==> config.mk <==
export PLATFORM = sky130hd
export DESIGN_NAME = nqueen_solver_flat
export DESIGN_NICKNAME = d
export VERILOG_FILES = /design/src/rtl/nqueen_pkg.sv /design/src/rtl/nqueen_if.sv /design/src/rtl/nqueen_occupancy.sv /design/src/rtl/nqueen_solver.sv /design/src/flat_wrapper.sv
export SDC_FILE = /design/constraint.sdc
export NUM_CORES = 1
export LEC_CHECK = 0
export BUFFER_PORTS_ARGS = -buffer_cell sky130_fd_sc_hd__buf_2
export CAP_MARGIN = 5
export CORE_ASPECT_RATIO = 0.6
export CORE_UTILIZATION = 48
export CTS_BUF_LIST = sky130_fd_sc_hd__clkbuf_4 sky130_fd_sc_hd__clkbuf_8 sky130_fd_sc_hd__clkbuf_16
export CTS_CLUSTER_DIAMETER = 30
export DETAILED_ROUTE_END_ITERATION = 16
export PLACE_DENSITY_LB_ADDON = 0.15
export SYNTH_ARGS = -nofsm -noshare
export SYNTH_HDL_FRONTEND = slang
export SYNTH_SLANG_ARGS = --single-unit
==> constraint.sdc <==
create_clock -name clk -period 4.9 [get_ports clk]
set_input_delay 0.98 -clock clk [delete_from_list [all_inputs] [get_ports clk]]
set_output_delay 0.98 -clock clk [all_outputs]
set_load 0.02 [all_outputs]
==> src/rtl/nqueen_pkg.sv <==
// Shared types and helpers for the N-queens search engine.
// Latency: n/a (types and pure functions only).
// Backpressure: n/a.
package nqueen_pkg;

    typedef enum logic [2:0] {
        S_IDLE      = 3'd0,
        S_PLACE     = 3'd1,
        S_BACKTRACK = 3'd2,
        S_EMIT      = 3'd3,
        S_DONE      = 3'd4
    } state_t;

    // Bits needed to hold a row/column index, never less than one.
    function automatic int clog2_min1(input int n);
        int w;
        w = 1;
        while ((1 << w) < n) w++;
        return w;
    endfunction

    // Rising diagonal: constant along r+c.
    function automatic int diag1_idx(input int r, input int c);
        return r + c;
    endfunction

    // Falling diagonal: constant along r-c, shifted so the index is never negative.
    function automatic int diag2_idx(input int r, input int c, input int n);
        return r - c + n - 1;
    endfunction

endpackage

==> src/rtl/nqueen_if.sv <==
// Control and solution-stream bundle of the N-queens engine.
// Latency: n/a (wires only).
// Backpressure: solution stream is valid/ready; sol_row is held while sol_valid & !sol_ready.
interface nqueen_if #(
    parameter int N     = 8,
    parameter int CNT_W = 16
);
    localparam int ROW_W = nqueen_pkg::clog2_min1(N);

    logic                 start;
    logic                 mode;
    logic                 abort;
    logic                 sol_valid;
    logic                 sol_ready;
    logic [N*ROW_W-1:0]   sol_row;
    logic [CNT_W-1:0]     sol_count;
    logic                 busy;
    logic                 done;

    // master: the controller/consumer side; slave: the solver.
    modport master (
        output start, mode, abort, sol_ready,
        input  sol_valid, sol_row, sol_count, busy, done
    );

    modport slave (
        input  start, mode, abort, sol_ready,
        output sol_valid, sol_row, sol_count, busy, done
    );

endinterface

==> src/rtl/nqueen_occupancy.sv <==
// Row and diagonal occupancy masks with a combinational free() probe.
// Latency: set/clear visible one cycle after the strobe; free is combinational.
// Backpressure: none; one set or clear per cycle, clr_all has priority.
// Ports: clr_all wipes all masks; set_en/clr_en write the three bits for (op_r,op_c);
//        free reports whether (probe_r,probe_c) is unattacked.
module nqueen_occupancy
    import nqueen_pkg::*;
#(
    parameter int N     = 8,
    parameter int ROW_W = clog2_min1(N)
) (
    input  logic             clk,
    input  logic             rst_n,
    input  logic             clr_all,
    input  logic             set_en,
    input  logic             clr_en,
    input  logic [ROW_W-1:0] op_r,
    input  logic [ROW_W-1:0] op_c,
    input  logic [ROW_W-1:0] probe_r,
    input  logic [ROW_W-1:0] probe_c,
    output logic             free
);
    // One extra bit holds diagonal indices up to 2N-2.
    localparam int D_W = ROW_W + 1;
    localparam int ND  = 2 * N - 1;

    logic [N-1:0]   rowm;
    logic [ND-1:0]  d1m;
    logic [ND-1:0]  d2m;
    logic [D_W-1:0] op_d1, op_d2, pr_d1, pr_d2;
    logic           row_hit, d1_hit, d2_hit;

    assign op_d1 = D_W'(diag1_idx(int'(op_r), int'(op_c)));
    assign op_d2 = D_W'(diag2_idx(int'(op_r), int'(op_c), N));
    assign pr_d1 = D_W'(diag1_idx(int'(probe_r), int'(probe_c)));
    assign pr_d2 = D_W'(diag2_idx(int'(probe_r), int'(probe_c), N));

    always_ff @(posedge clk or negedge rst_n) begin
        if (!rst_n) begin
            rowm <= '0;
            d1m  <= '0;
            d2m  <= '0;
        end else if (clr_all) begin
            rowm <= '0;
            d1m  <= '0;
            d2m  <= '0;
        end else if (set_en || clr_en) begin
            for (int i = 0; i < N; i++)
                if (op_r == ROW_W'(i)) rowm[i] <= set_en;
            for (int i = 0; i < ND; i++) begin
                if (op_d1 == D_W'(i)) d1m[i] <= set_en;
                if (op_d2 == D_W'(i)) d2m[i] <= set_en;
            end
        end
    end

    // Decoded compares keep every index in range for non-power-of-two N.
    always_comb begin
        row_hit = 1'b0;
        d1_hit  = 1'b0;
        d2_hit  = 1'b0;
        for (int i = 0; i < N; i++)
            if (rowm[i] && probe_r == ROW_W'(i)) row_hit = 1'b1;
        for (int i = 0; i < ND; i++) begin
            if (d1m[i] && pr_d1 == D_W'(i)) d1_hit = 1'b1;
            if (d2m[i] && pr_d2 == D_W'(i)) d2_hit = 1'b1;
        end
        free = !(row_hit || d1_hit || d2_hit);
    end

endmodule

==> src/rtl/nqueen_solver.sv <==
// N-queens backtracking search, one row probe per clock, streaming each solution.
// Latency: busy the cycle after start; each solution held on sol_row until accepted.
// Backpressure: search stalls in EMIT while sol_ready is low; abort always wins.
// Ports: clk, rst_n (async active-low); bus (slave): start/mode/abort in,
//        sol_valid/sol_ready/sol_row stream, sol_count, busy, done status.
module nqueen_solver
    import nqueen_pkg::*;
#(
    parameter int N     = 8,
    parameter int CNT_W = 16
) (
    input  logic     clk,
    input  logic     rst_n,
    nqueen_if.slave  bus
);
    localparam int ROW_W = clog2_min1(N);
    // Probe row runs 0..N inclusive; N means the column is exhausted.
    localparam int R_W = ROW_W + 1;
    localparam logic [ROW_W-1:0] LAST_C = ROW_W'(N - 1);

    state_t           state, state_nxt;
    logic [ROW_W-1:0] c;
    logic [R_W-1:0]   r;
    logic [ROW_W-1:0] pos [N];
    logic             mode_q;
    logic [CNT_W-1:0] cnt;

    logic             free, r_ok, hs;
    logic [ROW_W-1:0] c_m1, prev_pos;
    logic             occ_clr_all, occ_set, occ_clr;
    logic [ROW_W-1:0] op_r, op_c;

    assign r_ok = (r < R_W'(N));
    assign hs   = (state == S_EMIT) && bus.sol_ready;
    assign c_m1 = c - ROW_W'(1);

    always_comb begin
        prev_pos = '0;
        for (int i = 0; i < N; i++)
            if (c_m1 == ROW_W'(i)) prev_pos = pos[i];
    end

    nqueen_occupancy #(.N(N), .ROW_W(ROW_W)) u_occ (
        .clk     (clk),
        .rst_n   (rst_n),
        .clr_all (occ_clr_all),
        .set_en  (occ_set),
        .clr_en  (occ_clr),
        .op_r    (op_r),
        .op_c    (op_c),
        .probe_r (r[ROW_W-1:0]),
        .probe_c (c),
        .free    (free)
    );

    always_ff @(posedge clk or negedge rst_n) begin
        if (!rst_n) state <= S_IDLE;
        else        state <= state_nxt;
    end

    always_comb begin
        state_nxt   = state;
        occ_clr_all = 1'b0;
        occ_set     = 1'b0;
        occ_clr     = 1'b0;
        op_r        = r[ROW_W-1:0];
        op_c        = c;
        if (bus.abort) begin
            state_nxt   = S_IDLE;
            occ_clr_all = 1'b1;
        end else begin
            case (state)
                S_IDLE, S_DONE: begin
                    if (bus.start) begin
                        state_nxt   = S_PLACE;
                        occ_clr_all = 1'b1;
                    end
                end
                S_PLACE: begin
                    if (!r_ok) begin
                        state_nxt = S_BACKTRACK;
                    end else if (free) begin
                        occ_set = 1'b1;
                        if (c == LAST_C) state_nxt = S_EMIT;
                    end
                end
                S_BACKTRACK: begin
                    if (c == '0) begin
                        state_nxt = S_DONE;
                    end else begin
                        state_nxt = S_PLACE;
                        occ_clr   = 1'b1;
                        op_r      = prev_pos;
                        op_c      = c_m1;
                    end
                end
                S_EMIT: begin
                    if (hs) begin
                        if (mode_q) begin
                            state_nxt = S_DONE;
                        end else begin
                            state_nxt = S_PLACE;
                            occ_clr   = 1'b1;
                            op_r      = pos[N-1];
                            op_c      = LAST_C;
                        end
                    end
                end
                default: state_nxt = S_IDLE;
            endcase
        end
    end

    always_ff @(posedge clk or negedge rst_n) begin
        if (!rst_n) begin
            c      <= '0;
            r      <= '0;
            pos    <= '{default: '0};
            mode_q <= 1'b0;
            cnt    <= '0;
        end else if (!bus.abort) begin
            case (state)
                S_IDLE, S_DONE: begin
                    if (bus.start) begin
                        c      <= '0;
                        r      <= '0;
                        cnt    <= '0;
                        mode_q <= bus.mode;
                    end
                end
                S_PLACE: begin
                    if (r_ok) begin
                        if (free) begin
                            for (int i = 0; i < N; i++)
                                if (c == ROW_W'(i)) pos[i] <= r[ROW_W-1:0];
                            // The last column stays put so EMIT can resume from it.
                            if (c != LAST_C) begin
                                c <= c + ROW_W'(1);
                                r <= '0;
                            end
                        end else begin
                            r <= r + R_W'(1);
                        end
                    end
                end
                S_BACKTRACK: begin
                    if (c != '0) begin
                        c <= c_m1;
                        r <= R_W'(prev_pos) + R_W'(1);
                    end
                end
                S_EMIT: begin
                    if (hs) begin
                        if (cnt != {CNT_W{1'b1}}) cnt <= cnt + CNT_W'(1);
                        if (!mode_q) r <= R_W'(pos[N-1]) + R_W'(1);
                    end
                end
                default: ;
            endcase
        end
    end

    always_comb begin
        bus.sol_row = '0;
        for (int i = 0; i < N; i++)
            bus.sol_row[i*ROW_W +: ROW_W] = pos[i];
    end

    assign bus.sol_valid = (state == S_EMIT);
    assign bus.busy      = (state == S_PLACE) || (state == S_BACKTRACK) || (state == S_EMIT);
    assign bus.done      = (state == S_DONE);
    assign bus.sol_count = cnt;

endmodule

==> src/flat_wrapper.sv <==
// flat-port wrapper written by rule: the top's interface ports become plain ports
module nqueen_solver_flat import nqueen_pkg::*;
#(
    parameter int N     = 8,
    parameter int CNT_W = 16
)
  (clk, rst_n, bus_start, bus_mode, bus_abort, bus_sol_ready, bus_sol_valid, bus_sol_row, bus_sol_count, bus_busy, bus_done);
  nqueen_if #(.N(N), .CNT_W(CNT_W)) bus_i ();
  input  logic clk;
  input  logic rst_n;
  input wire logic [$bits(bus_i.start)-1:0] bus_start;
  input wire logic [$bits(bus_i.mode)-1:0] bus_mode;
  input wire logic [$bits(bus_i.abort)-1:0] bus_abort;
  input wire logic [$bits(bus_i.sol_ready)-1:0] bus_sol_ready;
  output wire logic [$bits(bus_i.sol_valid)-1:0] bus_sol_valid;
  output wire logic [$bits(bus_i.sol_row)-1:0] bus_sol_row;
  output wire logic [$bits(bus_i.sol_count)-1:0] bus_sol_count;
  output wire logic [$bits(bus_i.busy)-1:0] bus_busy;
  output wire logic [$bits(bus_i.done)-1:0] bus_done;
  assign bus_i.start = bus_start;
  assign bus_i.mode = bus_mode;
  assign bus_i.abort = bus_abort;
  assign bus_i.sol_ready = bus_sol_ready;
  assign bus_sol_valid = bus_i.sol_valid;
  assign bus_sol_row = bus_i.sol_row;
  assign bus_sol_count = bus_i.sol_count;
  assign bus_busy = bus_i.busy;
  assign bus_done = bus_i.done;
  nqueen_solver #(.N(N), .CNT_W(CNT_W)) u_core (.clk(clk), .rst_n(rst_n), .bus(bus_i));
endmodule
==> reports/qor.yml <==
rsz0062_at_grt: "false"
p_seq_share_pct: 36.3
cp_common_cell: "mux4_2"
grt_pass1_wl_mm: 25.1
worst_pin_slew_ns: 0.763
yosysSeqAreaShare_pct: 39.4
hp-class: "flip-flop to flip-flop"
yosys.area.top_type: "dfrtp_1"
slew_violations: 0
setup_viol: 0
syn_nets: 623
criticalPathCategory: "flip-flop to flip-flop"
path_max_fanout: 13
p_sw_mw: 0.854
cts-htree-levels: 3
ctsResizeCount: 0
synthTopCellsByArea: "dfrtp_1 (39%), ha_1 (6.4%), mux2_2 (5.2%)"
numCtsBuffers: 9
final_cell_mix: "dfrtp_1 (89), nand2_1 (53), buf_2 (47)"
hold_viol_final: 0
min_period_over_period_pct: 92.5
synth_cell_types: 62
cts_root_buf: "clkbuf_16"
viasPerCell: 6.26
skew_ns: 0.00693
tns_ns: 0
ys_warn_count: 0
cts_buffer_depth: 2
nFillCells: 1085
ys_async_sr_fraction_pct: 100
die_w_um: 142
gp_congestion: 0.966
maxCapViolCount: 0
synth_flop_cell: "dfrtp_1"
critical_path_arrival_ns: 4.76
cts.sinks: 89
grt_antenna_before_repair: 0
core_area_sq_mm: 0.0114
ant_nets: 0
grt_use_total_pct: 26.9
start_util_pct: 49.7
clkPwrFrac_pct: 29.3
syn_to_final_growth_pct: 12.2
p_leak_nw: 2.80
cts-hold-fix-buffers: 0
io_pins: 49
netlist.area_leader.share_pct: 39.4
seqCellArea_sq_mm: 0.00223
die_area_sq_mm: 0.0122
drt_wl_total_mm: 15.5
netlist_area_sq_mm: 0.00566
timing.fmax_ghz: 0.221
nets: 662
final_core_util_pct: 55.8
tritoncts: "done"
outcome: "completed"
firstDrtPassIters: 5
multiInputGateArea_sq_mm: 0.00320
syn_inst: 584
fin_ws_ns: 0.370
die_h_um: 86.1
drt_iter0_markers: 440
power.total_mw: 2.25
swShare_pct: 38.0
grt.overflow.total: 0
clk_latency_ns: 0.34
crit_chain: "ha_1 > fa_1 > mux4_2 > mux4_2 > nand4b_2 > or4_4 > nor2_1 > mux2_2"
port_buffers: 48
place_ws_ns: 0.449
p_comb_share_pct: 34.4
powerDensity_mw_per_mm2: 354
drive_gt1_share_pct: 20.5
fp-row-count: 30
intPower_mw: 1.39
ir_drop_mv: 0.239
relSlewSlack_pct: 48.8
cp.required_ns: 5.13
synth_edf_count: 0
n_antenna_cell: 0
cts_setup_buffers: 0
slowest_stage: "fa_1"
vias: 4934
synth-seq-cells: 89
grt_pass1_vias: 4520
clk_pin_slew_ns: 0.06
postSynthAreaPerCell_sq_um: 9.69
dp_hpwl_mm: 11.4
min_period_ns: 4.53
wl_per_cell_um: 19.7
cp-start-kind: "flip-flop"
grt_max_degree: 54
critical-path-max-stage-delay_ns: 0.77
drc_errors: 0
layout_commonest_cell: "dfrtp_1"
cp-end-kind: "flip-flop"
-- power by group through the flow --
stage	registers, mW	clock network (mW)	logic [mW]
after CTS	0.814	0.673	0.755
final	0.816	0.659	0.774
after detailed placement	0.827	0	0.750
after global routing	0.820	0.701	0.837
after floorplan	0.831	0	0.520
after global placement	0.825	0	0.743
-- routing by layer --
| metal | track usage, % | wire length (um) | vias to the layer above |
|---|---|---|---|
| met3 | 8.15 | 1520 | 15 |
| met5 | 0 | 0 | - |
| met4 | 6.65 | 146 | 0 |
| li1 | - | - | 2236 |
| met2 | 34.8 | 6140 | 241 |
| met1 | 42.4 | 7690 | 2442 |
-- worst max-delay path: cells and delay by family (launching register included) --
| family | cells | cell delay, ns |
|---|---|---|
| and+or+nand+nor | 3 | 1.38 |
| adders and majority gates | 2 | 1.06 |
| muxes | 3 | 1.46 |
| DFF | 1 | 0.51 |
-- Yosys cell counts, types with 2 or more instances --
cell	n
buf_1	2
nand3_1	15
a22oi_1	3
or3_1	4
nor3_1	21
xor2_1	5
nor2b_1	3
o21ai_0	28
ha_1	29
a211oi_1	2
o211ai_1	15
or2_2	3
o221a_2	6
clkbuf_1	28
mux4_2	7
nand2_1	53
nor2_1	40
fa_1	4
mux2_2	26
o32ai_1	2
nor3b_1	2
a32o_1	9
and2_1	8
a221oi_1	6
o22ai_1	5
nand3b_1	7
nor4_2	3
dfrtp_1	89
inv_1	28
a222oi_1	2
o31ai_1	13
a21oi_1	31
o221a_1	3
a31oi_1	7
mux2i_1	9
nor4_1	8
and3_1	5
a21o_1	3
a211o_1	2
xnor2_1	15
nand2b_1	10
nand4_1	3
-- through the flow --
stage               cell area [sq um]  instances  hold slack (ns)
CTS                              6350        788            0.535
floorplan                        5660        584            0.472
detailed placement               6060        772            0.514
finish                           6350        788            0.533
global placement                 6060        772            0.506
global route                     6350        788            0.553
-- registers in the layout (all words and copies together) (netlist names) --
name	flops
u_core.u_occ.d1m	15
u_core.c	3
u_core.bus.sol_row	24
u_core.mode_q	1
u_core.u_occ.rowm	8
u_core.r	4
u_core.state	3
u_core.u_occ.d2m	15
u_core.bus.sol_count	16
-- kinds of logic after synthesis --
group / count (synthesis) / share of synthesized area [%]
simple gates: 190 / 17.3
flops: 89 / 39.4
fa+ha+maj: 33 / 7.83
buf+inv: 61 / 4.20
compound gates: 149 / 18.7
xor+xnor: 20 / 3.10
mux: 42 / 9.56
-- layout make-up --
class / count / area share, %
timing repair buffer: 60 / 5.24
inverter: 29 / 1.71
sequential: 89 / 35.1
clock buffer: 12 / 4.00
multi-input combinational: 434 / 50.3
tap: 160 / 3.15
clock inverter: 4 / 0.453
-- worst paths after layout --
check | start | slack, ns | cells past startpoint | endpoint
max in group asynchronous | rst_n | 3.22 | 2 | u_core.u_occ.d1m[2]
worst min-delay path | u_core.u_occ.d1m[3] | 0.53 | 2 | u_core.u_occ.d1m[3]
min in group asynchronous | rst_n | 0.60 | 1 | u_core.bus.sol_row[17]
worst min register to register | u_core.u_occ.d1m[3] | 0.53 | 2 | u_core.u_occ.d1m[3]
worst max register to register | u_core.c[0] | 0.37 | 8 | u_core.bus.sol_row[0]
worst max-delay path | u_core.c[0] | 0.37 | 8 | u_core.bus.sol_row[0]
Note: power is estimated with default switching activity, not from simulation.
